$ cat config.mk
export PLATFORM = sky130hd
export DESIGN_NAME = timer_ctl
export DESIGN_NICKNAME = d
export VERILOG_FILES = /design/src/rtl/timer_pkg.sv /design/src/rtl/tbtn_debounce.sv /design/src/rtl/timer_ctl.sv
export SDC_FILE = /design/constraint.sdc
export NUM_CORES = 1
export LEC_CHECK = 0
export CAP_MARGIN = 5
export CORE_UTILIZATION = 58
export CTS_CLUSTER_SIZE = 30
export DETAILED_ROUTE_END_ITERATION = 8
export GPL_TIMING_DRIVEN = 0
export PLACE_DENSITY = 0.85
export SKIP_CTS_REPAIR_TIMING = 1
export SLEW_MARGIN = 20
export SYNTH_ARGS = -nofsm -noshare
export SYNTH_HDL_FRONTEND = slang
export SYNTH_SLANG_ARGS = --single-unit
$ cat constraint.sdc
create_clock -name clk_p -period 3.2 [get_ports clk_p]
set_input_delay 0.32 -clock clk_p [delete_from_list [all_inputs] [get_ports clk_p]]
set_output_delay 0.32 -clock clk_p [all_outputs]
set_load 0.005 [all_outputs]
$ cat src/rtl/timer_pkg.sv
// Shared constants and elaboration-time helpers for the timer/front-panel controller.
package timer_pkg;

  localparam int NCH_MAX = 8;
  localparam int DB_MIN  = 2;

  // Half-period length in bus clocks.
  function automatic int half_cnt(input int clk_hz, input int tick_hz);
    return clk_hz / (2 * tick_hz);
  endfunction

  // Width of the half-period counter; never narrower than one bit.
  function automatic int cnt_w(input int half);
    return (half > 1) ? $clog2(half) : 1;
  endfunction

endpackage

$ cat src/rtl/tbtn_debounce.sv
// One front-panel button: optional synchronizer (TIMER_BTN_SYNC_EN), tick-sampled
// shift register and re-arm flag. Emits a one-cycle toggle request.
module tbtn_debounce
  import timer_pkg::*;
#(
  parameter int DEPTH = DB_MIN
) (
  input  logic clk_p,
  input  logic dclo,
  input  logic btn,
  input  logic tick,
  output logic toggle_req
);

  logic btn_s;

`ifdef TIMER_BTN_SYNC_EN
  logic [1:0] sync_q;

  always_ff @(posedge clk_p) begin
    if (dclo) sync_q <= '0;
    else      sync_q <= {sync_q[0], btn};
  end

  assign btn_s = sync_q[1];
`else
  assign btn_s = btn;
`endif

  logic [DEPTH-1:0] sh_q, sh_d, nsh;
  logic             armed_q, armed_d;

  // A press is honoured only after the line has been seen fully low since the last press.
  always_comb begin
    nsh        = {sh_q[DEPTH-2:0], btn_s};
    sh_d       = sh_q;
    armed_d    = armed_q;
    toggle_req = 1'b0;
    if (tick) begin
      sh_d = nsh;
      if (&nsh) begin
        toggle_req = armed_q;
        armed_d    = 1'b0;
      end else if (~|nsh) begin
        armed_d = 1'b1;
      end
    end
  end

  always_ff @(posedge clk_p) begin
    if (dclo) begin
      sh_q    <= '0;
      armed_q <= 1'b0;
    end else begin
      sh_q    <= sh_d;
      armed_q <= armed_d;
    end
  end

endmodule

$ cat src/rtl/timer_ctl.sv
// Timer square wave / tick generator plus per-channel button-toggled enables and
// gated event lines. Define TIMER_BTN_SYNC_EN to synchronize asynchronous buttons.
module timer_ctl
  import timer_pkg::*;
#(
  parameter int             CLK_HZ      = 100000000,
  parameter int             TICK_HZ     = 50,
  parameter int             NCH         = 2,
  parameter int             DB_DEPTH    = 2,
  parameter logic [NCH-1:0] STATUS_INIT = '0
) (
  input  logic           clk_p,
  input  logic           dclo,
  input  logic [NCH-1:0] btn,
  input  logic [NCH-1:0] st_set,
  input  logic [NCH-1:0] st_clr,
  output logic           tick_o,
  output logic           wave_o,
  output logic [NCH-1:0] status,
  output logic [NCH-1:0] evnt,
  output logic [NCH-1:0] toggled
);

  localparam int              HALF    = half_cnt(CLK_HZ, TICK_HZ);
  localparam int              HC_W    = cnt_w(HALF);
  localparam logic [HC_W-1:0] HC_LAST = HC_W'(HALF - 1);

  if (NCH < 1 || NCH > NCH_MAX || DB_DEPTH < DB_MIN || HALF < 2) begin : g_bad_cfg
    $error("timer_ctl: parameter out of range");
  end

  logic [HC_W-1:0] hc_q, hc_d;
  logic            wave_q, wave_d, tick_q, tick_d;
  logic [NCH-1:0]  status_q, status_d, evnt_q, toggled_q, toggled_d, req;

  // hc back at zero with the wave high means the wave rose on the previous edge.
  always_comb begin
    hc_d   = hc_q + 1'b1;
    wave_d = wave_q;
    if (hc_q == HC_LAST) begin
      hc_d   = '0;
      wave_d = ~wave_q;
    end
    tick_d = (hc_q == '0) && wave_q;
  end

  for (genvar i = 0; i < NCH; i++) begin : g_ch
    tbtn_debounce #(.DEPTH(DB_DEPTH)) u_db (
      .clk_p      (clk_p),
      .dclo       (dclo),
      .btn        (btn[i]),
      .tick       (tick_q),
      .toggle_req (req[i])
    );
  end

  // Software clear beats software set beats the button.
  always_comb begin
    status_d  = status_q;
    toggled_d = '0;
    for (int i = 0; i < NCH; i++) begin
      if (st_clr[i]) begin
        status_d[i] = 1'b0;
      end else if (st_set[i]) begin
        status_d[i] = 1'b1;
      end else if (req[i]) begin
        status_d[i]  = ~status_q[i];
        toggled_d[i] = 1'b1;
      end
    end
  end

  always_ff @(posedge clk_p) begin
    if (dclo) begin
      hc_q      <= '0;
      wave_q    <= 1'b0;
      tick_q    <= 1'b0;
      status_q  <= STATUS_INIT;
      evnt_q    <= '0;
      toggled_q <= '0;
    end else begin
      hc_q      <= hc_d;
      wave_q    <= wave_d;
      tick_q    <= tick_d;
      status_q  <= status_d;
      evnt_q    <= {NCH{wave_q}} & status_q;
      toggled_q <= toggled_d;
    end
  end

  assign tick_o  = tick_q;
  assign wave_o  = wave_q;
  assign status  = status_q;
  assign evnt    = evnt_q;
  assign toggled = toggled_q;

endmodule

== Word-level counts from Yosys, hierarchy flattened ==
Index checks and enable logic that the tools add are counted.
Storage, ports and cells
  bits in read-only memories: 0
  bits in writable memories: 0
  memories kept: 0
  flip-flop bits (word level): 32
  output and inout port bits: 8
  input port bits: 8
  latch bits: 0
Cells by class
  bitwise gates (word level): 4
  reduce and logical (&&, ||, !) cells: 15
  shift operators: 0
  muxes and demuxes: 14
  $add $sub $neg: 1
  multiply operators: 0
  $lt $le $gt $ge: 0
  eq/ne operators: 3
  divide/modulo/power cells: 0
Operator list (count)
  20-bit by 1-bit adder with 20-bit output, second input constant: 1
  20-bit equality test, second input constant: 1
  20-bit zero test: 1
  1-bit 2-to-1 mux: 14
  2-bit OR reduction: 5
  2-bit AND reduction: 4
  3-bit OR reduction: 2
  2-bit by 1-bit inequality test with 1-bit output, second input constant: 2
  2-bit nonzero test: 2
  1-bit NOT: 3
  2-bit AND: 1
  1-bit logical AND: 1

== Logic depth before layout (Yosys ltp) ==
Gate-level depths: netlist (run 1).
  word-level depth: 5
  gate-level depth with buffers: 6

== Modules after synthesis ==
A second synthesis (run 1) with hierarchy kept.
Unflattened totals
  cell total of the unflattened synthesis: 156
  area total of the unflattened synthesis: 1432.6 um2
By module, submodules not included
  timer_ctl: cells each 136, area an instance 1222.4 um2, instances 1, seq. area each 560.5 um2
  tbtn_debounce: cells each 10, area an instance 105.1 um2, instances 2, seq. area each 40.0 um2

== Worst setup path after synthesis (run 1) ==
No wires, ideal clock.
  path type: register -> register
  from: register hc_q[0]
  to: register hc_q[18]
  required time: 3.128 ns
  arrival: 1.854 ns
  clock period less this slack: 1.926 ns
  setup time: 0.072 ns
  cell stages (with the launch flop): 7
  slack: 1.274 ns
  path through: dfxtp_1 -> ha_1 -> nand2_1 -> or4_1 -> buf_2 -> or4_1 -> a21oi_1
Between the ends
  longest elaborated chain between the ends: 2
Ends and longest elaborated chain
  start: declaration: line timer_ctl.sv:32  | logic [HC_W-1:0] hc_q, hc_d;
  start signal: assignment: line timer_ctl.sv:75  | hc_q <= '0;
  start signal: assignment: line timer_ctl.sv:82  | hc_q <= hc_d;
  branches (longest 2 deep; another with 20-bit by 1-bit adder with 20-bit output)
Several ways; the timed one is not identified.
A chain may end at the register's enable or synchronous reset.

== Final worst setup path (run 1) ==
  from: register hc_q[13]
  to: register hc_q[12]
Between the ends
  longest elaborated chain between the ends: 2
Ends and longest elaborated chain
  20-bit equality test: line timer_ctl.sv:40  | if (hc_q == HC_LAST) begin
  2-bit OR reduction (no source line)
Every way passes these cells.

==> qor.csv, run 1 <==
metric,value,unit
status,"complete, no violations",
asr flop ratio synth,0,
TritonCTS Sinks,32,
Net Sw Frac,0.217,
Hold Path Class,flip-flop to flip-flop,
Worst-path clk slew,0.09,ns
register bit total from synthesis,32,
Longest Clk Path Bufs,2,
syn avg cell area,8.87,µm²
Die Area,2540,µm²
period utilization,0.695,
sequential area share after synthesis,0.472,
via count of the first global-routing pass,1081,
ratio of cells with drive above 1 in the final layout,0.0511,
Comb power frac,0.047,
CP required,3.41,ns
Mapped Nets,165,
CP top delay family,simple AND/OR/NAND/NOR gates,
CTS H-Tree Depth,2,
Row Count,17,
switching power,0.146,mW
Antenna Cells,0,
via/cell ratio,5.51,
Hold WS,0.472,ns
synth unique cells,29,
1st-iter DRT viols,26,
crit path launch,hc_q[13],
P_int,0.528,mW
Main synth FF type,dfxtp_1,
DP Area,1540,µm²
crit-path cells,nor4_1 > nand4_1 > o21bai_1 > clkbuf_1 > nor2_1,
stages on the worst setup path,5,
Netlist Area Pre-Place,1360,µm²
Worst R2R End,hc_q[12],
number of flops mapped to enable cells by yosys,0,
WL per Instance,12.1,µm
initial antenna violation count,0,
unrepaired setup endpoints after global routing,false,
fin cells,204,
drt first pass iters,4,
Setup crit end,hc_q[12],
routed wire length,2.46,mm
final instance area,1600,µm²
final net count,187,
minimum clock period,2.22,ns
via count of the routed design,1125,
Final WS setup,0.976,ns
pwr/cell area,421,nW/µm²
fill count,182,
maximum clock rate,450,MHz
most used cells in the layout excluding fill and tap cells,"dfxtp_1, nor2_1, clkdlybuf4s50_1",
r2r startpoint,hc_q[13],
Max IR drop VDD,0.375,mV
Worst Path Max Fanout,10,
antenna-violating nets left,0,
biggest cell delay along the critical path,0.61,ns
Critical Path AT,2.44,ns
slew of the pin with the lowest slew margin,0.699,ns
total gr overflow,0,
CTS buffer count,5,
R2R Setup Slk,0.98,ns
max-slew violation count,0,
TritonCTS clock tree,done,
critical path endpoint category,flip-flop,
worst-skew pair later-pin latency,0.33,ns
slew margin rel.,0.533,
DRC,0,
CP Launch Type,flip-flop,
clk root buf,clkbuf_4,
Worst Skew,0.00435,ns
Synthesis Warnings,0,
leak pwr,0.535,nW
Setup Slack @ Placement,1.01,ns
"commonest non-fill, non-tap cell in the layout",dfxtp_1,
core box area,2210,µm²
area grow syn2layout,18.0,%
CP bufs+invs,1,
Die Height,50.4,µm
IO Count,16,
initial core utilization,0.614,
cells on worst reg2reg path,5,
final hold violations,0,
Crit Path Class,flip-flop to flip-flop,
Total GRT Usage,0.233,
global-route wire length before repair,4.35,mm
sequential share of power,0.603,
die width,50.4,µm
routability cong.,0.780,
slowest stage cell on the critical path,o21bai_1,
setup violators final,0,
Post-Route Setup TNS,0,ns
hpwl dp,1.79,mm
Inst Count DP,196,
Post-Syn Instances,153,
port bufs,15,
largest net degree at the start of global routing,11,
Max Cap Viol,0,
clock share of power,0.349,
[layout make-up]
cell class	instances	area, µm²	share of cell area
Sequential cell	32	641	0.400
Timing Repair Buffer	15	150	0.0937
Multi-Input combinational cell	110	674	0.421
Inverter	7	26.3	0.0164
Tap cell	28	35.0	0.0219
Clock buffer	8	58.8	0.0367
Buffer	4	16.3	0.0102
[synthesized netlist by cell type (all sizes together), types with 2 or more instances]
library cell   n  area (µm²)
a211oi         2        15.0
a21oi          8        40.0
and2           3        18.8
buf            2        8.75
clkbuf         2        7.51
dfxtp         32         641
ha             4        50.1
inv            7        26.3
mux2i          2        20.0
nand2          7        26.3
nand3          7        35.0
nand4          4        40.0
nor2          23        86.3
nor2b          3        18.8
nor3           5        25.0
nor4           7        43.8
o21ai          6        30.0
o31ai          2        15.0
or3            6        37.5
or4            4        30.0
xnor2         11        96.3
xor2           2        17.5
[sequential cells by signal (all words and copies together) (netlist names)]
signal	count
toggled	2
status	2
wave_o	1
evnt	2
hc_q	20
g_ch.u_db.armed_q	2
g_ch.u_db.sh_q	2
tick_o	1
[layer usage]
layer / up-vias / wire, µm / GRT usage
met5: - / 0 / 0
met1: 508 / 1060 / 0.252
met4: 0 / 50 / 0.102
li1: 578 / - / -
met2: 33 / 1210 / 0.404
met3: 6 / 134 / 0.0818
[worst min-delay path by stage]
stage                    from         end  slack [ns]  cells past startpoint
floorplan           st_set[0]  toggled[0]        0.40                      1
global placement      hc_q[0]     hc_q[0]        0.44                      1
detailed placement    hc_q[0]     hc_q[0]        0.46                      1
CTS                   hc_q[0]     hc_q[0]        0.48                      1
global route          hc_q[0]     hc_q[0]        0.52                      1
finish                hc_q[0]     hc_q[0]        0.47                      1
[power groups by stage]
stage          clock [mW]  sequential (mW)  combinational (mW)
5_1_grt             0.256            0.407              0.0363
4_1_cts             0.243            0.407              0.0324
6_report            0.235            0.407              0.0319
2_1_floorplan           0            0.415              0.0152
3_3_place_gp            0            0.416              0.0308
3_5_place_dp            0            0.416              0.0323
[kinds of logic (layout without fill, tap and decap cells)]
family          count (synthesis)  in the layout  share of synthesized area
mux                             2              2                     0.0147
compound gates                 19             19                     0.0793
fa+ha+maj                       4              4                     0.0369
buf+inv                        11             34                     0.0313
flops                          32             32                      0.472
xor+xnor                       13             13                     0.0839
simple gates                   72             72                      0.282
[through the flow]
step            util  power [mW]
6_report       0.724       0.674
5_1_grt        0.724       0.699
2_1_floorplan      -       0.430
4_1_cts        0.724       0.682
3_3_place_gp   0.697       0.447
3_5_place_dp   0.697       0.448
[worst register-to-register path: stages (launching register included)]
cell and delay (ns):
dfxtp_1 0.36, nor4_1 0.46, nand4_1 0.21, o21bai_1 0.61, clkbuf_1 0.38, nor2_1 0.10
Note: power is estimated with default switching activity, not from simulation.
==> run 2, diff against run 1 <==
--- a/config.mk
+++ b/config.mk
@@ -6,11 +6,11 @@
 export NUM_CORES = 1
 export LEC_CHECK = 0
 export CAP_MARGIN = 5
-export CORE_UTILIZATION = 58
+export CORE_UTILIZATION = 48
 export CTS_CLUSTER_SIZE = 30
 export DETAILED_ROUTE_END_ITERATION = 8
 export GPL_TIMING_DRIVEN = 0
-export PLACE_DENSITY = 0.85
+export PLACE_DENSITY = 0.76
 export SKIP_CTS_REPAIR_TIMING = 1
 export SLEW_MARGIN = 20
 export SYNTH_ARGS = -nofsm -noshare
==> constraint.sdc (replaced) <==
create_clock -name clk_p -period 1.9 [get_ports clk_p]
set_input_delay 0.19 -clock clk_p [delete_from_list [all_inputs] [get_ports clk_p]]
set_output_delay 0.19 -clock clk_p [all_outputs]
set_load 0.005 [all_outputs]
==> run 2 against run 1 <==
Net effect: critical path depth unchanged; first-iteration DRC count increased by 3.8%; power increased by 63%; critical endpoint is now hc_q[18]; sequential share of layout area decreased by 2.0 points; cell count increased by 5.4%; highest routed layer unchanged; final area increased by 9.3%; global-route usage decreased by 2.9 points; non-clock buffer count increased by 10; register-to-register slack got worse by 0.94 ns; critical path type unchanged.
==> qor.csv, run 2 (same netlist as run 1, synthesis figures left out) <==
metric,value,unit,change
status,"complete, no violations",,
total gr overflow,0,,unchanged
setup violators final,0,,unchanged
1st-iter DRT viols,27,,+3.8%
CTS H-Tree Depth,2,,unchanged
DRC,0,,unchanged
initial core utilization,0.529,,-0.0849
slew margin rel.,0.711,,+0.178
Die Height,55.2,µm,+9.5%
TritonCTS Sinks,32,,unchanged
period utilization,0.984,,+0.288
Max IR drop VDD,0.545,mV,+45%
CP required,2.17,ns,-1.24 ns
largest net degree at the start of global routing,11,,unchanged
"Core Util, Final",0.682,,-0.0422
maximum clock rate,535,MHz,+19%
Worst Skew,0.00749,ns,+0.00315 ns
via count of the routed design,1189,,+5.7%
via count of the first global-routing pass,977,,-9.6%
Row Count,18,,+1
Antenna Cells,0,,unchanged
most used cells in the layout excluding fill and tap cells,"nor2_1, dfxtp_1, clkdlybuf4s50_1",,
critical path endpoint category,flip-flop,,
max-slew violation count,0,,unchanged
WL per Instance,13.7,µm,+13%
Largest Register,hc_q,,
pwr/cell area,628,nW/µm²,+49%
ratio of cells with drive above 1 in the final layout,0.211,,+0.160
P_int,0.847,mW,+61%
initial antenna violation count,0,,unchanged
Longest Clk Path Bufs,2,,unchanged
"commonest non-fill, non-tap cell in the layout",nor2_1,,
switching power,0.252,mW,+72%
CP bufs+invs,1,,unchanged
routability cong.,0.755,,-3.2%
slowest stage cell on the critical path,or4_4,,
IO Count,16,,unchanged
final hold violations,0,,unchanged
routed wire length,2.94,mm,+20%
Die Area,3040,µm²,+20%
die width,55.2,µm,+9.5%
hpwl dp,1.96,mm,+9.5%
area grow syn2layout,28.9,%,
leak pwr,0.607,nW,+14%
Worst Path Max Fanout,7,,-3
Total GRT Usage,0.204,,-0.0288
port bufs,15,,unchanged
worst-skew pair later-pin latency,0.33,ns,about the same
global-route wire length before repair,4.18,mm,-4.0%
final net count,197,,+5.3%
antenna-violating nets left,0,,unchanged
max reg flops,20,,unchanged
fin cells,215,,+5.4%
crit-path cells,nand4_4 > or4_4 > buf_6 > or4_1 > a21oi_1,,
Max Cap Viol,0,,unchanged
Net Sw Frac,0.229,,+0.0119
Critical Path AT,2.13,ns,-0.31 ns
TritonCTS clock tree,done,,
Worst-path clk slew,0.09,ns,about the same
CP top delay family,simple AND/OR/NAND/NOR gates,,
clk root buf,clkbuf_4,,
CTS buffer count,5,,unchanged
Hold Path Class,input pin to flip-flop,,
drt first pass iters,4,,unchanged
core box area,2570,µm²,+16%
Crit Path Class,flip-flop to flip-flop,,
Inst Count DP,198,,+1.0%
Comb power frac,0.062,,+0.015
fill count,211,,+16%
sequential share of power,0.621,,+0.018
slew of the pin with the lowest slew margin,0.434,ns,-0.266 ns
clock share of power,0.317,,-0.032
minimum clock period,1.87,ns,-0.355 ns
via/cell ratio,5.53,,+0.28%
CP Launch Type,flip-flop,,
biggest cell delay along the critical path,0.54,ns,-0.07 ns
run 2: final timing paths:
check | from | to | slack [ns] | depth (start not counted)
max | hc_q[3] | hc_q[18] | 0.03 | 5
max reg2reg | hc_q[3] | hc_q[18] | 0.03 | 5
min | st_clr[0] | status[0] | 0.42 | 2
min reg2reg | g_ch[0].u_db.armed_q | g_ch[0].u_db.armed_q | 0.51 | 2
run 2: layer usage:
| metal | global-route usage | vias up | share of wire |
|---|---|---|---|
| li1 | - | 598 | - |
| met3 | 0.0574 | 5 | 0.052 |
| met5 | 0 | - | 0 |
| met4 | 0.113 | 0 | 0.019 |
| met2 | 0.323 | 33 | 0.51 |
| met1 | 0.247 | 553 | 0.42 |
run 2: area by class of cell:
cell class                      instances  area, µm²  share of cell area
Multi-Input combinational cell        110        723               0.413
Clock inverter                          1       5.00             0.00286
Buffer                                  3       20.0              0.0114
Clock buffer                            6       41.3              0.0236
Inverter                                7       26.3              0.0150
Sequential cell                        32        664               0.380
Tap cell                               30       37.5              0.0214
Timing Repair Buffer                   26        233               0.133
run 2: power by group through the flow:
stage / Combinational (mW) / Sequential, mW / Clock [mW]
floorplan: 0.0257 / 0.700 / 0
global placement: 0.0533 / 0.701 / 0
detailed placement: 0.0556 / 0.702 / 0
CTS: 0.0562 / 0.686 / 0.369
global route: 0.0780 / 0.683 / 0.401
finish: 0.0683 / 0.682 / 0.348
run 2: worst register-to-register path, stage by stage (launching register included):
cell and delay (ns):
dfxtp_4 0.38, nand4_4 0.14, or4_4 0.54, buf_6 0.15, or4_1 0.46, a21oi_1 0.15
run 2: per-stage QoR:
step | power [mW] | TNS [ns] | setup slack (ns) | hold slack [ns] | area [µm²]
detailed placement | 0.757 | -3.49 | -0.318 | 0.420 | 1560
global placement | 0.754 | -3.19 | -0.301 | 0.417 | 1560
CTS | 1.11 | -3.71 | -0.327 | 0.406 | 1600
floorplan | 0.725 | 0 | 0.0216 | 0.266 | 1370
global route | 1.16 | -0.269 | -0.0410 | 0.422 | 1750
finish | 1.10 | 0 | 0.0312 | 0.422 | 1750
==> run 3, diff against run 2 <==
--- a/config.mk
+++ b/config.mk
@@ -6,11 +6,11 @@
 export NUM_CORES = 1
 export LEC_CHECK = 0
 export CAP_MARGIN = 5
-export CORE_UTILIZATION = 48
+export CORE_UTILIZATION = 45
 export CTS_CLUSTER_SIZE = 30
 export DETAILED_ROUTE_END_ITERATION = 8
 export GPL_TIMING_DRIVEN = 0
-export PLACE_DENSITY = 0.76
+export PLACE_DENSITY = 0.72
 export SKIP_CTS_REPAIR_TIMING = 1
 export SLEW_MARGIN = 20
 export SYNTH_ARGS = -nofsm -noshare
==> run 3 against run 2 <==
Net effect: the run now ends with design-rule violations left; hold slack better by 0.0068 ns; clock skew up 0.011 ns; clock power rose by 15%; worst setup slack gained 0.031 ns; wire length down 3.4%; maximum frequency increased by 1.7%; die area is 6.4% higher; power up 3.8%; sequential power about the same; register-to-register slack better by 0.03 ns.
==> qor.csv, run 3 (same netlist as run 1, synthesis figures left out) <==
metric,value,unit,change
routed wl met3,173,µm,+14%
Inst Count DP,199,,+0.51%
Antenna Cells,0,,unchanged
Die Area,3240,µm²,+6.4%
DRC,4,,+4
routed wire length,2.84,mm,-3.4%
Comb power frac,0.052,,-0.010
status,"finished, violations left",,
unrepaired setup endpoints after global routing,true,,
via/cell ratio,5.52,,-0.12%
power after layout,1.14,mW,+3.8%
antenna-violating nets left,0,,unchanged
TritonCTS Sinks,32,,unchanged
initial core utilization,0.484,,-0.0448
violated checks,design-rule violations,,
sequential share of power,0.596,,-0.025
pwr/cell area,650,nW/µm²,+3.5%
DP Area,1560,µm²,about the same
Hold Path Class,input pin to flip-flop,,
port bufs,15,,unchanged
crit-path cells,nand3_2 > or4_4 > or4_1 > a21oi_1,,
clk root buf,clkbuf_4,,
setup violators final,0,,unchanged
CP Launch Type,flip-flop,,
Net Sw Frac,0.229,,+0.000464
minimum clock period,1.84,ns,-0.0312 ns
WL per Instance,13.4,µm,-2.0%
IO Count,16,,unchanged
global-route wire length before repair,4.38,mm,+4.8%
TritonCTS clock tree,done,,
hpwl dp,1.94,mm,-1.1%
Max Cap Viol,0,,unchanged
slew margin rel.,0.724,,+0.0127
total gr overflow,0,,unchanged
area grow syn2layout,29.3,%,
Worst Skew,0.0185,ns,+0.0110 ns
initial antenna violation count,0,,unchanged
max-slew violation count,0,,unchanged
highest metal layer with signal wires,met4,,
fin cells,212,,-1.4%
Crit Path Class,flip-flop to flip-flop,,
Worst-path clk slew,0.10,ns,about the same
slew of the pin with the lowest slew margin,0.415,ns,-0.0190 ns
P_int,0.879,mW,+3.7%
Max IR drop VDD,0.551,mV,+0.93%
slowest stage cell on the critical path,or4_4,,
max reg flops,20,,unchanged
Row Count,19,,+1
die width,56.9,µm,+3.2%
1st-iter DRT viols,35,,+30%
core box area,2810,µm²,+9.3%
CP required,2.16,ns,about the same
via count of the routed design,1171,,-1.5%
critical path endpoint category,flip-flop,,
routability cong.,0.743,,-1.6%
biggest cell delay along the critical path,0.63,ns,+0.09 ns
fill count,236,,+12%
"commonest non-fill, non-tap cell in the layout",nor2_1,,
Critical Path AT,2.10,ns,-0.03 ns
WL met2,1.38,mm,-7.7%
Largest Register,hc_q,,
Post-Route Setup TNS,0,ns,unchanged
maximum clock rate,544,MHz,+1.7%
drt first pass iters,6,,+2
most used cells in the layout excluding fill and tap cells,"nor2_1, dfxtp_1, clkdlybuf4s50_1",,
final hold violations,0,,unchanged
largest net degree at the start of global routing,11,,unchanged
period utilization,0.967,,-0.0164
clock share of power,0.351,,+0.034
leak pwr,0.596,nW,-1.9%
final net count,192,,-2.5%
Longest Clk Path Bufs,2,,unchanged
wl on met1,1.24,mm,unchanged
Die Height,56.9,µm,+3.2%
via count of the first global-routing pass,1058,,+8.3%
CTS H-Tree Depth,2,,unchanged
CTS buffer count,5,,unchanged
Total GRT Usage,0.177,,-0.0268
switching power,0.262,mW,+4.0%
Worst Path Max Fanout,8,,+1
worst-skew pair later-pin latency,0.33,ns,about the same
final instance area,1760,µm²,+0.29%
ratio of cells with drive above 1 in the final layout,0.227,,+0.0157
-- run 3: per-stage QoR --
step	util	setup WS, ns	hold slack (ns)
2_1_floorplan	-	0.0216	0.266
3_3_place_gp	0.555	-0.286	0.417
3_5_place_dp	0.555	-0.354	0.418
4_1_cts	0.577	-0.381	0.420
5_1_grt	0.626	-0.0471	0.421
6_report	0.626	0.0625	0.429
-- run 3: worst max-delay path: cells and delay by family (launching register included) --
| kind | cells | cell delay [ns] |
|---|---|---|
| and+or+nand+nor | 3 | 1.23 |
| DFF | 1 | 0.41 |
| AOI/OAI and AO/OA | 1 | 0.15 |
-- run 3: per-layer routing --
| metal | up-vias | global-route usage |
|---|---|---|
| met5 | - | 0 |
| met4 | 0 | 0.105 |
| met1 | 547 | 0.216 |
| li1 | 588 | - |
| met2 | 29 | 0.279 |
| met3 | 7 | 0.0484 |
-- run 3: layout make-up --
class                      count  area (µm²)  share of cell area
multi-input combinational    110         738               0.421
sequential                    32         676               0.385
timing repair buffer          21         195               0.111
clock buffer                   6        51.3              0.0292
tap                           31        38.8              0.0221
inverter                       7        26.3              0.0150
buffer                         3        20.0              0.0114
clock inverter                 2        10.0             0.00570
-- run 3: worst paths after layout --
path              cells past startpoint                  from              endpoint  slack [ns]
hold / removal                        2             st_clr[0]            toggled[0]        0.43
hold reg to reg                       2  g_ch[1].u_db.armed_q  g_ch[1].u_db.armed_q        0.50
setup reg to reg                      4               hc_q[2]              hc_q[19]        0.06
setup / recovery                      4               hc_q[2]              hc_q[19]        0.06
-- run 3: power by group through the flow --
stage,clock network (mW),logic (mW),registers (mW)
after floorplan,0,0.0257,0.700
after global placement,0,0.0530,0.701
after detailed placement,0,0.0538,0.701
after CTS,0.412,0.0542,0.686
after global routing,0.447,0.0667,0.681
final,0.401,0.0598,0.680
